## src/rtl/knn_local_buf_port_master.sv

```systemverilog
// Initiator for the single-port local buffer (address0/ce0/we0/d0/q0).
// Fills the buffer from a valid/ready stream or drains it to one. Read
// latency is hidden behind a credit-controlled output FIFO.
// Optional macro KNN_LOCAL_BUF_PERF_CNT_EN adds the stall_cycles counter.
module knn_local_buf_port_master #(
  parameter int DATA_WIDTH   = 256,
  parameter int ADDR_WIDTH   = 11,
  parameter int READ_LATENCY = 2,
  parameter int FIFO_DEPTH   = 4
) (
  input  logic                  clk,
  input  logic                  reset_n,
  input  logic                  cmd_start,
  input  logic                  cmd_mode,
  input  logic [ADDR_WIDTH-1:0] cmd_base,
  input  logic [ADDR_WIDTH:0]   cmd_count,
  output logic                  busy,
  output logic                  done,
  input  logic [DATA_WIDTH-1:0] s_data,
  input  logic                  s_valid,
  output logic                  s_ready,
  output logic [DATA_WIDTH-1:0] m_data,
  output logic                  m_valid,
  input  logic                  m_ready,
  output logic [ADDR_WIDTH-1:0] address0,
  output logic                  ce0,
  output logic                  we0,
  output logic [DATA_WIDTH-1:0] d0,
  input  logic [DATA_WIDTH-1:0] q0
`ifdef KNN_LOCAL_BUF_PERF_CNT_EN
  ,
  output logic [31:0]           stall_cycles
`endif
);

  localparam int CNT_W  = ADDR_WIDTH + 1;
  localparam int PTR_W  = (FIFO_DEPTH > 1) ? $clog2(FIFO_DEPTH) : 1;
  localparam int FCNT_W = $clog2(FIFO_DEPTH + 1);
  localparam int CR_W   = $clog2(FIFO_DEPTH + READ_LATENCY + 2) + 1;

  typedef enum logic [2:0] {S_IDLE, S_FILL, S_DRAIN, S_FLUSH, S_DONE} state_t;

  state_t                  state_q, state_d;
  logic                    busy_q, busy_d, done_q, done_d;
  logic [ADDR_WIDTH-1:0]   addr_q, addr_d;
  logic [CNT_W-1:0]        remaining_q, remaining_d;
  logic                    ce0_q, ce0_d, we0_q, we0_d;
  logic [ADDR_WIDTH-1:0]   address0_q, address0_d;
  logic [DATA_WIDTH-1:0]   d0_q, d0_d;
  logic [READ_LATENCY-1:0] rd_vld_q, rd_vld_d;
  logic [DATA_WIDTH-1:0]   fifo_mem_q [FIFO_DEPTH];
  logic [DATA_WIDTH-1:0]   fifo_mem_d [FIFO_DEPTH];
  logic [PTR_W-1:0]        wr_ptr_q, wr_ptr_d, rd_ptr_q, rd_ptr_d;
  logic [FCNT_W-1:0]       fifo_cnt_q, fifo_cnt_d;

  logic            cmd_accept, s_fire, m_fire, rd_pending, push, rd_issue;
  logic [CR_W-1:0] inflight, credit_used;

  function automatic logic [PTR_W-1:0] ptr_inc(input logic [PTR_W-1:0] p);
    return (p == PTR_W'(FIFO_DEPTH - 1)) ? '0 : p + 1'b1;
  endfunction

  assign cmd_accept = (state_q == S_IDLE) && cmd_start && !busy_q;
  assign s_ready    = (state_q == S_FILL) && (remaining_q != '0);
  assign s_fire     = s_ready && s_valid;
  assign m_valid    = (fifo_cnt_q != '0);
  assign m_fire     = m_valid && m_ready;
  assign m_data     = m_valid ? fifo_mem_q[rd_ptr_q] : '0;
  // A read presented on the port this cycle is already committed to a FIFO slot.
  assign rd_pending = ce0_q && !we0_q;
  assign push       = rd_vld_q[READ_LATENCY-1];
  assign busy       = busy_q;
  assign done       = done_q;
  assign ce0        = ce0_q;
  assign we0        = we0_q;
  assign address0   = address0_q;
  assign d0         = d0_q;

  // Count reads between issue and FIFO capture; a slot popped this cycle counts as free.
  always_comb begin
    inflight = CR_W'(rd_pending);
    for (int k = 0; k < READ_LATENCY; k++) inflight = inflight + CR_W'(rd_vld_q[k]);
    credit_used = CR_W'(fifo_cnt_q) + inflight - CR_W'(m_fire);
    rd_issue    = (state_q == S_DRAIN) && (remaining_q != '0) &&
                  (credit_used < CR_W'(FIFO_DEPTH));
  end

  // Command FSM next state and registered memory-port values.
  always_comb begin
    state_d     = state_q;
    busy_d      = busy_q;
    done_d      = (state_q == S_DONE);
    addr_d      = addr_q;
    remaining_d = remaining_q;
    ce0_d       = 1'b0;
    we0_d       = 1'b0;
    address0_d  = address0_q;
    d0_d        = d0_q;
    if (done_q) busy_d = 1'b0;
    case (state_q)
      S_IDLE: begin
        if (cmd_accept) begin
          busy_d      = 1'b1;
          addr_d      = cmd_base;
          remaining_d = cmd_count;
          if (cmd_count == '0) state_d = S_DONE;
          else if (cmd_mode)   state_d = S_DRAIN;
          else                 state_d = S_FILL;
        end
      end
      S_FILL: begin
        if (s_fire) begin
          ce0_d       = 1'b1;
          we0_d       = 1'b1;
          d0_d        = s_data;
          address0_d  = addr_q;
          addr_d      = addr_q + 1'b1;
          remaining_d = remaining_q - 1'b1;
          if (remaining_q == CNT_W'(1)) state_d = S_DONE;
        end
      end
      S_DRAIN: begin
        if (rd_issue) begin
          ce0_d       = 1'b1;
          address0_d  = addr_q;
          addr_d      = addr_q + 1'b1;
          remaining_d = remaining_q - 1'b1;
          if (remaining_q == CNT_W'(1)) state_d = S_FLUSH;
        end
      end
      S_FLUSH: begin
        if ((inflight == '0) && (fifo_cnt_q == '0)) state_d = S_DONE;
      end
      S_DONE:  state_d = S_IDLE;
      default: state_d = S_IDLE;
    endcase
  end

  // Read-valid shift register and output FIFO bookkeeping.
  always_comb begin
    fifo_mem_d  = fifo_mem_q;
    wr_ptr_d    = wr_ptr_q;
    rd_ptr_d    = rd_ptr_q;
    fifo_cnt_d  = fifo_cnt_q + FCNT_W'(push) - FCNT_W'(m_fire);
    rd_vld_d    = rd_vld_q << 1;
    rd_vld_d[0] = rd_pending;
    if (push) begin
      fifo_mem_d[wr_ptr_q] = q0;
      wr_ptr_d             = ptr_inc(wr_ptr_q);
    end
    if (m_fire) rd_ptr_d = ptr_inc(rd_ptr_q);
  end

  // Control and port registers with synchronous active-low reset.
  always_ff @(posedge clk) begin
    if (!reset_n) begin
      state_q     <= S_IDLE;
      busy_q      <= 1'b0;
      done_q      <= 1'b0;
      addr_q      <= '0;
      remaining_q <= '0;
      ce0_q       <= 1'b0;
      we0_q       <= 1'b0;
      address0_q  <= '0;
      d0_q        <= '0;
      rd_vld_q    <= '0;
      wr_ptr_q    <= '0;
      rd_ptr_q    <= '0;
      fifo_cnt_q  <= '0;
    end else begin
      state_q     <= state_d;
      busy_q      <= busy_d;
      done_q      <= done_d;
      addr_q      <= addr_d;
      remaining_q <= remaining_d;
      ce0_q       <= ce0_d;
      we0_q       <= we0_d;
      address0_q  <= address0_d;
      d0_q        <= d0_d;
      rd_vld_q    <= rd_vld_d;
      wr_ptr_q    <= wr_ptr_d;
      rd_ptr_q    <= rd_ptr_d;
      fifo_cnt_q  <= fifo_cnt_d;
    end
  end

  // FIFO storage holds data only; the count and pointers decide validity.
  always_ff @(posedge clk) begin
    fifo_mem_q <= fifo_mem_d;
  end

`ifdef KNN_LOCAL_BUF_PERF_CNT_EN
  logic [31:0] stall_q, stall_d;
  logic        stall_cond;

  function automatic logic [31:0] sat_inc(input logic [31:0] v);
    return (v == '1) ? v : v + 32'd1;
  endfunction

  assign stall_cond = ((state_q == S_FILL) && !s_valid) ||
                      (((state_q == S_DRAIN) || (state_q == S_FLUSH)) && m_valid && !m_ready);
  assign stall_cycles = stall_q;

  // Stall counter, restarted by each accepted command.
  always_comb begin
    stall_d = stall_q;
    if (cmd_accept)                stall_d = '0;
    else if (busy_q && stall_cond) stall_d = sat_inc(stall_q);
  end

  // Stall counter register.
  always_ff @(posedge clk) begin
    if (!reset_n) stall_q <= '0;
    else          stall_q <= stall_d;
  end
`endif

endmodule

```

## config.mk

```make
export PLATFORM = sky130hd
export DESIGN_NAME = knn_local_buf_port_master
export DESIGN_NICKNAME = d
export VERILOG_FILES = /design/src/rtl/knn_local_buf_port_master.sv
export SDC_FILE = /design/constraint.sdc
export NUM_CORES = 1
export LEC_CHECK = 0
export BUFFER_PORTS_ARGS = -buffer_cell sky130_fd_sc_hd__buf_2
export CORE_ASPECT_RATIO = 0.9
export CORE_MARGIN = 1.5
export CORE_UTILIZATION = 30
export CTS_CLUSTER_SIZE = 8
export DETAILED_ROUTE_END_ITERATION = 6
export PLACE_DENSITY = 0.57
export SLEW_MARGIN = 20
export SYNTH_ARGS = -nofsm -noshare
export SYNTH_HDL_FRONTEND = slang
export SYNTH_SLANG_ARGS = --single-unit
```

## constraint.sdc

```tcl
create_clock -name clk -period 7.4 [get_ports clk]
set_clock_uncertainty 0.2 [all_clocks]
set_input_delay 1.11 -clock clk [delete_from_list [all_inputs] [get_ports clk]]
set_output_delay 1.11 -clock clk [all_outputs]
set_load 0.1 [all_outputs]
```

==> results of run 1 <==
-- per-stage QoR --
step	util, %	total power [mW]	instances	hold slack [ns]	area [µm²]
finish	38.05	27.00	6514	0.2490	63280
global placement	34.86	19.48	6246	0.2386	57970
detailed placement	34.86	19.49	6246	0.2430	57970
CTS	38.00	27.25	6481	0.2329	63190
floorplan	-	17.32	3109	0.2561	50180
global route	38.03	27.93	6502	0.2569	63250
-- flip-flops by register name, indices dropped and copies added (netlist names) --
| register | count |
|---|---|
| ce0 | 1 |
| remaining_q | 12 |
| wr_ptr_q | 2 |
| rd_ptr_q | 2 |
| we0 | 1 |
| busy | 1 |
| rd_vld_q | 2 |
| addr_q | 11 |
| state_q | 3 |
| fifo_mem_q | 1024 |
| done | 1 |
| address0 | 11 |
| d0 | 256 |
| fifo_cnt_q | 3 |
-- logic make-up after synthesis --
group,share of synthesized area (%)
and+or+nand+nor,8.570
xor gates and xnor gates,0.05237
DFF,73.49
adders and majority gates,0.4289
muxes,11.91
buffers and inverters,1.735
AOI/OAI and AO/OA,3.813
-- critical path: cells and delay by family, from the launching register on --
kind          cells  cell delay (ns)
mux               1             0.61
flops             1             0.84
buf+inv           2             0.83
simple gates      1             0.19
-- Yosys cell counts (3+ instances only) --
master,count
or3_1,5
nand2_1,560
mux2i_1,20
and2_1,269
nor3_1,12
xnor2_1,3
mux4_2,256
ha_1,14
o21ai_0,7
a31o_2,3
nor3b_1,4
a32o_1,3
inv_1,23
nor2b_1,3
o32ai_1,5
a21oi_1,273
and3_1,5
dfxtp_1,306
o31ai_1,9
buf_1,20
clkbuf_1,143
o311ai_0,8
buf_2,32
a2111o_1,3
nor4_1,13
nand3_1,8
a211oi_1,3
edfxtp_1,1024
nor2_1,29
o22ai_1,8
or4_1,3
-- worst paths after layout --
path / from / end / slack [ns] / cells after the start
min: d0[45] / d0[45] / 0.25 / 2
max: rd_ptr_q[0] / m_data[127] / 2.55 / 4
min reg2reg: d0[45] / d0[45] / 0.25 / 2
max reg2reg: fifo_cnt_q[1] / addr_q[4] / 3.34 / 11
-- power groups by stage --
| stage | Combinational, mW | Clock, mW | Sequential (mW) |
|---|---|---|---|
| 2_1_floorplan | 7.66 | 0 | 9.66 |
| 3_3_place_gp | 10.8 | 0 | 8.68 |
| 3_5_place_dp | 10.8 | 0 | 8.69 |
| 4_1_cts | 10.8 | 7.88 | 8.55 |
| 5_1_grt | 11.2 | 8.17 | 8.57 |
| 6_report | 10.8 | 7.69 | 8.55 |
-- layout make-up --
| class | instances | area, µm² |
|---|---|---|
| antenna | 32 | 80.08 |
| clock inverter | 18 | 394.1 |
| sequential | 1330 | 36880 |
| inverter | 23 | 93.84 |
| timing repair buffer | 1103 | 5747 |
| fill | 15740 | 103000 |
| tap | 2232 | 2793 |
| clock buffer | 217 | 4822 |
| multi-input combinational | 1559 | 12460 |
-- routing by layer --
layer	track usage [%]	vias to the layer above	wire, µm
met5	0	-	224
met4	10.75	36	10440
met3	6.620	379	14120
met2	28.85	1180	75220
met1	19.19	15470	55370
li1	-	13830	-
==> flow_metrics.tcl, run 1 <==
set metrics [dict create \
    cts.clk_slew.worst_paths_ns 0.05 \
    row_count 142 \
    grt_pass1_wl_mm 216.2 \
    ys_top_cells_by_area "edfxtp_1 (61%), dfxtp_1 (12%), mux4_2 (11%)" \
    hold_viol 0 \
    syn_inst 3109 \
    yosysTopAreaCellShare_pct 61.28 \
    period_share_pct 65.55 \
    period_needed_ns 4.851 \
    nets 4760 \
    route.detailed.drc 0 \
    synth_seq_cells 1330 \
    mostFrequentLayoutCell "buf_2" \
    portBuffers 1069 \
    postSynth.asyncResetShare_pct 0 \
    synth_nets 3666 \
    max-vdd-ir-drop_mv 0.2984 \
    dieHeight_um 391.0 \
    switching_share_pct 44.53 \
    first_pass_iters 5 \
    yosysTopAreaCell "edfxtp_1" \
    syn_area_um2 50180 \
    ys_seq_area_share_pct 73.49 \
    grt_pass1_vias 30690 \
    maxCapViolCount 0 \
    area_delta_synth_final_pct 26.10 \
    drt-initial-drc-count 2226 \
    crit_path_max_fanout 84 \
    layout_common_cells "buf_2 (1069), edfxtp_1 (1024), nand2_1 (560), dfxtp_1 (304), a21oi_1 (273)" \
    cts.sinks 1330 \
    cts_hold_repair.buffers 0 \
    setup_viol 0 \
    drtAntennaViolNets 0 \
    p_switching_mw 12.02 \
    seq_power_share_pct 31.7 \
    initial_core_util_pct 30.17 \
    synth_ff_type "edfxtp_1" \
    grt.overflow.total 0 \
    detail_route.wirelength_mm 155.4 \
    clock_latency_ns 0.79 \
    drive_gt1_share_pct 37.32 \
    timing.final.ws_setup_ns 2.549 \
    avgRoutedWirePerCell_um 23.85 \
    crit_chain "buf_12 -> mux4_2 -> and2_1 -> buf_2" \
    dieWidth_um 434.1 \
    power_density_nw_per_um2 426.7 \
    internal-power_mw 14.98 \
    setup_tns_ns 0 \
    core_area_um2 166300 \
    io_pins 1070 \
    synth_area_per_cell_um2 16.14 \
    gr-usage-all-layers_pct 17.56 \
    cts_buffer_depth 3 \
    yosys_warnings 0 \
    via_per_inst 4.743 \
    critical_path_arrival_ns 3.54 \
    endpoint_kind "output pin" \
    slew_violations 0 \
    hold_path_class "register to register" \
    vias 30890 \
    pwr-share-clk_pct 28.5 \
    routabilityCongestion 0.9160 \
    start_kind "register" \
    timing.fmax_mhz 206.2 \
    critical_path_class "register to output pin" \
    status "complete, no violations" \
    numCtsBuffers 186 \
    die-area_um2 169700 \
    ctsResizeCount 0 \
    slew-limit-headroom_pct 9.735 \
    h-tree-depth 4 \
    cts_tree "built" \
    worst_pin_slew_ns 1.354 \
    p_comb_share_pct 39.8 \
    slowest_stage "dfxtp_4" \
    root_buffer "clkbuf_16" \
    ys_types 58 \
    cts_setup_buffers 0 \
    synth-edff-count 1024 \
    place_ws_ns 3.302 \
    rsz0062_at_grt "false" \
    critPathMaxStageDelay_ns 0.84 \
    required_ns 6.09 \
    dp_hpwl_mm 106.3 \
    grt_max_degree 208 \
    antenna_found_initial 70 \
    p_leak_nw 22.68 \
]
No activity file was read; power rests on OpenSTA's default activity.
==> inputs of run 2 (changes only) <==
--- a/config.mk
+++ b/config.mk
@@ -5,6 +5,7 @@
 export SDC_FILE = /design/constraint.sdc
 export NUM_CORES = 1
 export LEC_CHECK = 0
+export ABC_AREA = 1
 export BUFFER_PORTS_ARGS = -buffer_cell sky130_fd_sc_hd__buf_2
 export CORE_ASPECT_RATIO = 0.9
 export CORE_MARGIN = 1.5
==> constraint.sdc (replaced) <==
create_clock -name clk -period 4.05 [get_ports clk]
set_clock_uncertainty 0.2 [all_clocks]
set_input_delay 0.6075 -clock clk [delete_from_list [all_inputs] [get_ports clk]]
set_output_delay 0.6075 -clock clk [all_outputs]
set_load 0.1 [all_outputs]
==> flow_metrics.tcl, run 2 <==
set metrics [dict create \
    largest_reg_flops 1024 \
    core_area_um2 169400 \
    max-vdd-ir-drop_mv 0.8163 \
    start_kind "register" \
    maxCapViolCount 0 \
    post-synth-top-count-cell "nor2_1" \
    clock_latency_ns 0.80 \
    ys_top_cells_by_area "edfxtp_1 (60%), dfxtp_1 (12%), nor2_1 (8.0%)" \
    crit_family "buffers and inverters" \
    p_leak_nw 26.97 \
    status "complete, no violations" \
    endpoint_kind "output pin" \
    path_buf_inv 3 \
    root_buffer "clkbuf_16" \
    area_delta_synth_final_pct 40.44 \
    cts.clk_slew.worst_paths_ns 0.05 \
    dieHeight_um 395.7 \
    route.detailed.drc 0 \
    synth_area_per_cell_um2 11.10 \
    drt-initial-drc-count 2908 \
    place_ws_ns 0.8080 \
    numCtsBuffers 185 \
    drive_gt1_share_pct 22.36 \
    routed.top_layer "met5" \
    portBuffers 1069 \
    routabilityCongestion 0.9332 \
    slew_violations 0 \
    layout_common_cells "nor2_1 (1097), edfxtp_1 (1024), buf_2 (895), a21oi_1 (542), o21ai_0 (541)" \
    mostFrequentLayoutCell "nor2_1" \
    total_power_mw 60.06 \
    period_needed_ns 3.947 \
    dp_hpwl_mm 109.7 \
    synth_ff_type "edfxtp_1" \
    slew-limit-headroom_pct 36.64 \
    timing.fmax_mhz 253.3 \
    detail_route.wirelength_mm 174.8 \
    whs_ns 0.08169 \
    h-tree-depth 4 \
    cts.sinks 1330 \
    cts_setup_buffers 0 \
    slowest_stage "buf_16" \
    grt_pass1_wl_mm 254.5 \
    synth_seq_cells 1330 \
    antenna_found_initial 49 \
    cts_tree "built" \
    p_comb_share_pct 50.7 \
    internal-power_mw 31.07 \
    dr_wl_met3_mm 14.43 \
    row_count 143 \
    power_density_nw_per_um2 832.1 \
    initial_core_util_pct 30.34 \
    drtAntennaViolNets 0 \
    ys_types 34 \
    syn_inst 4629 \
    crit_path_max_fanout 146 \
    crit_chain "nor3_4 -> buf_4 -> buf_16 -> a21oi_1 -> buf_12" \
    final_core_utilization_pct 42.60 \
    hold_path_class "primary input to register" \
    grt_pass1_vias 39830 \
    timing.final.ws_setup_ns 0.1028 \
    critical_path_class "register to output pin" \
    gr-usage-all-layers_pct 19.31 \
    pwr-share-clk_pct 23.2 \
    wl_met1_mm 64.92 \
    grt_max_degree 164 \
    cts_buffer_depth 3 \
    required_ns 3.24 \
    vias 40610 \
    yosysTopAreaCell "edfxtp_1" \
    setup_viol 0 \
    dpl_cell_area_um2 61960 \
    wl_met2_mm 85.53 \
    hold_viol 0 \
    worst_pin_slew_ns 0.9504 \
    yosysTopAreaCellShare_pct 59.82 \
    synth-edff-count 1024 \
    via_per_inst 4.804 \
    avgRoutedWirePerCell_um 20.68 \
    fin_area_um2 72190 \
    critical_path_arrival_ns 3.14 \
    first_pass_iters 6 \
    io_pins 1070 \
    grt.overflow.total 0 \
    ys_seq_area_share_pct 71.74 \
    rsz0062_at_grt "false" \
    seq_power_share_pct 26.2 \
    switching_share_pct 48.27 \
    synth_nets 5186 \
    period_share_pct 97.46 \
    die-area_um2 173800 \
    p_switching_mw 28.99 \
    nets 6689 \
    dieWidth_um 439.3 \
    largest_register "fifo_mem_q" \
    postSynth.asyncResetShare_pct 0 \
    syn_area_um2 51400 \
    yosys_warnings 0 \
    critPathMaxStageDelay_ns 0.50 \
    synth_common_cells "nor2_1 (1097), edfxtp_1 (1024), a21oi_1 (542)" \
]
## run 2: cell types whose count changed in the layout (fill, tap and decap cells not counted), sizes merged, moves of 183 or more
cell         delta
nand3         +272
dlygate4sd3   +500
a21oi         +271
nor2         +1070
mux4          -256
nand2         -183
and2          -269
o21ai         +534
## run 2: final timing paths
kind	end	cells after the start	slack [ns]	startpoint
setup / recovery	m_data[167]	5	0.10	fifo_cnt_q[2]
hold / removal	d0[239]	3	0.08	s_data[239]
setup reg to reg	remaining_q[5]	18	0.84	rd_vld_q[1]
hold reg to reg	rd_vld_q[0]	1	0.25	we0
## run 2: kinds of logic after synthesis
group,count (synthesis),share of synthesized area (%)
AO/OA/AOI/OAI,1089,10.64
XOR/XNOR,7,0.1193
adder cells (fa/ha/maj),16,0.4187
buffers and inverters,402,3.172
flip-flops,1330,71.74
multiplexers,2,0.03895
AND/OR/NAND/NOR,1783,13.87
## run 2: timing repair
item,in CTS,in global routing
hold endpoints to repair,1268,0
gates resized for setup,0,2
hold buffers,500,0
endpoints found under the setup margin,0,5
## run 2: metal layers
metal  vias to the layer above  GRT usage, %
li1                      19140             -
met1                     19570         21.26
met2                      1468         32.66
met3                       424         6.507
met4                        12         10.50
met5                         -             0
## run 2: area by class of cell
cell class | instances | area (µm²)
Antenna cell | 41 | 102.6
Clock buffer | 204 | 4722
Clock inverter | 17 | 387.9
Fill cell | 15790 | 97250
Inverter | 74 | 315.3
Multi-Input combinational cell | 2897 | 12940
Sequential cell | 1330 | 36890
Tap cell | 2247 | 2811
Timing Repair Buffer | 1644 | 14020
## run 2: power by group through the flow
stage                     sequential (mW)  combinational (mW)  clock (mW)
after CTS                            15.7                30.5        14.2
after global routing                 15.8                31.8        14.7
after global placement               15.9                30.0           0
after detailed placement             16.0                30.0           0
after floorplan                      18.3                18.2           0
final                                15.7                30.4        13.9
## run 2: metrics by stage
step	TNS [ns]	std cells
2_1_floorplan	-1013.93	4629
3_3_place_gp	0	7692
3_5_place_dp	0	7692
4_1_cts	0	8413
5_1_grt	0	8446
6_report	0	8454
## run 2: worst min-delay path, delay by kind of cell
| kind | cells | cell delay (ns) |
|---|---|---|
| simple gates | 1 | 0.18 |
| compound gates | 1 | 0.09 |
| buf+inv | 1 | 0.12 |
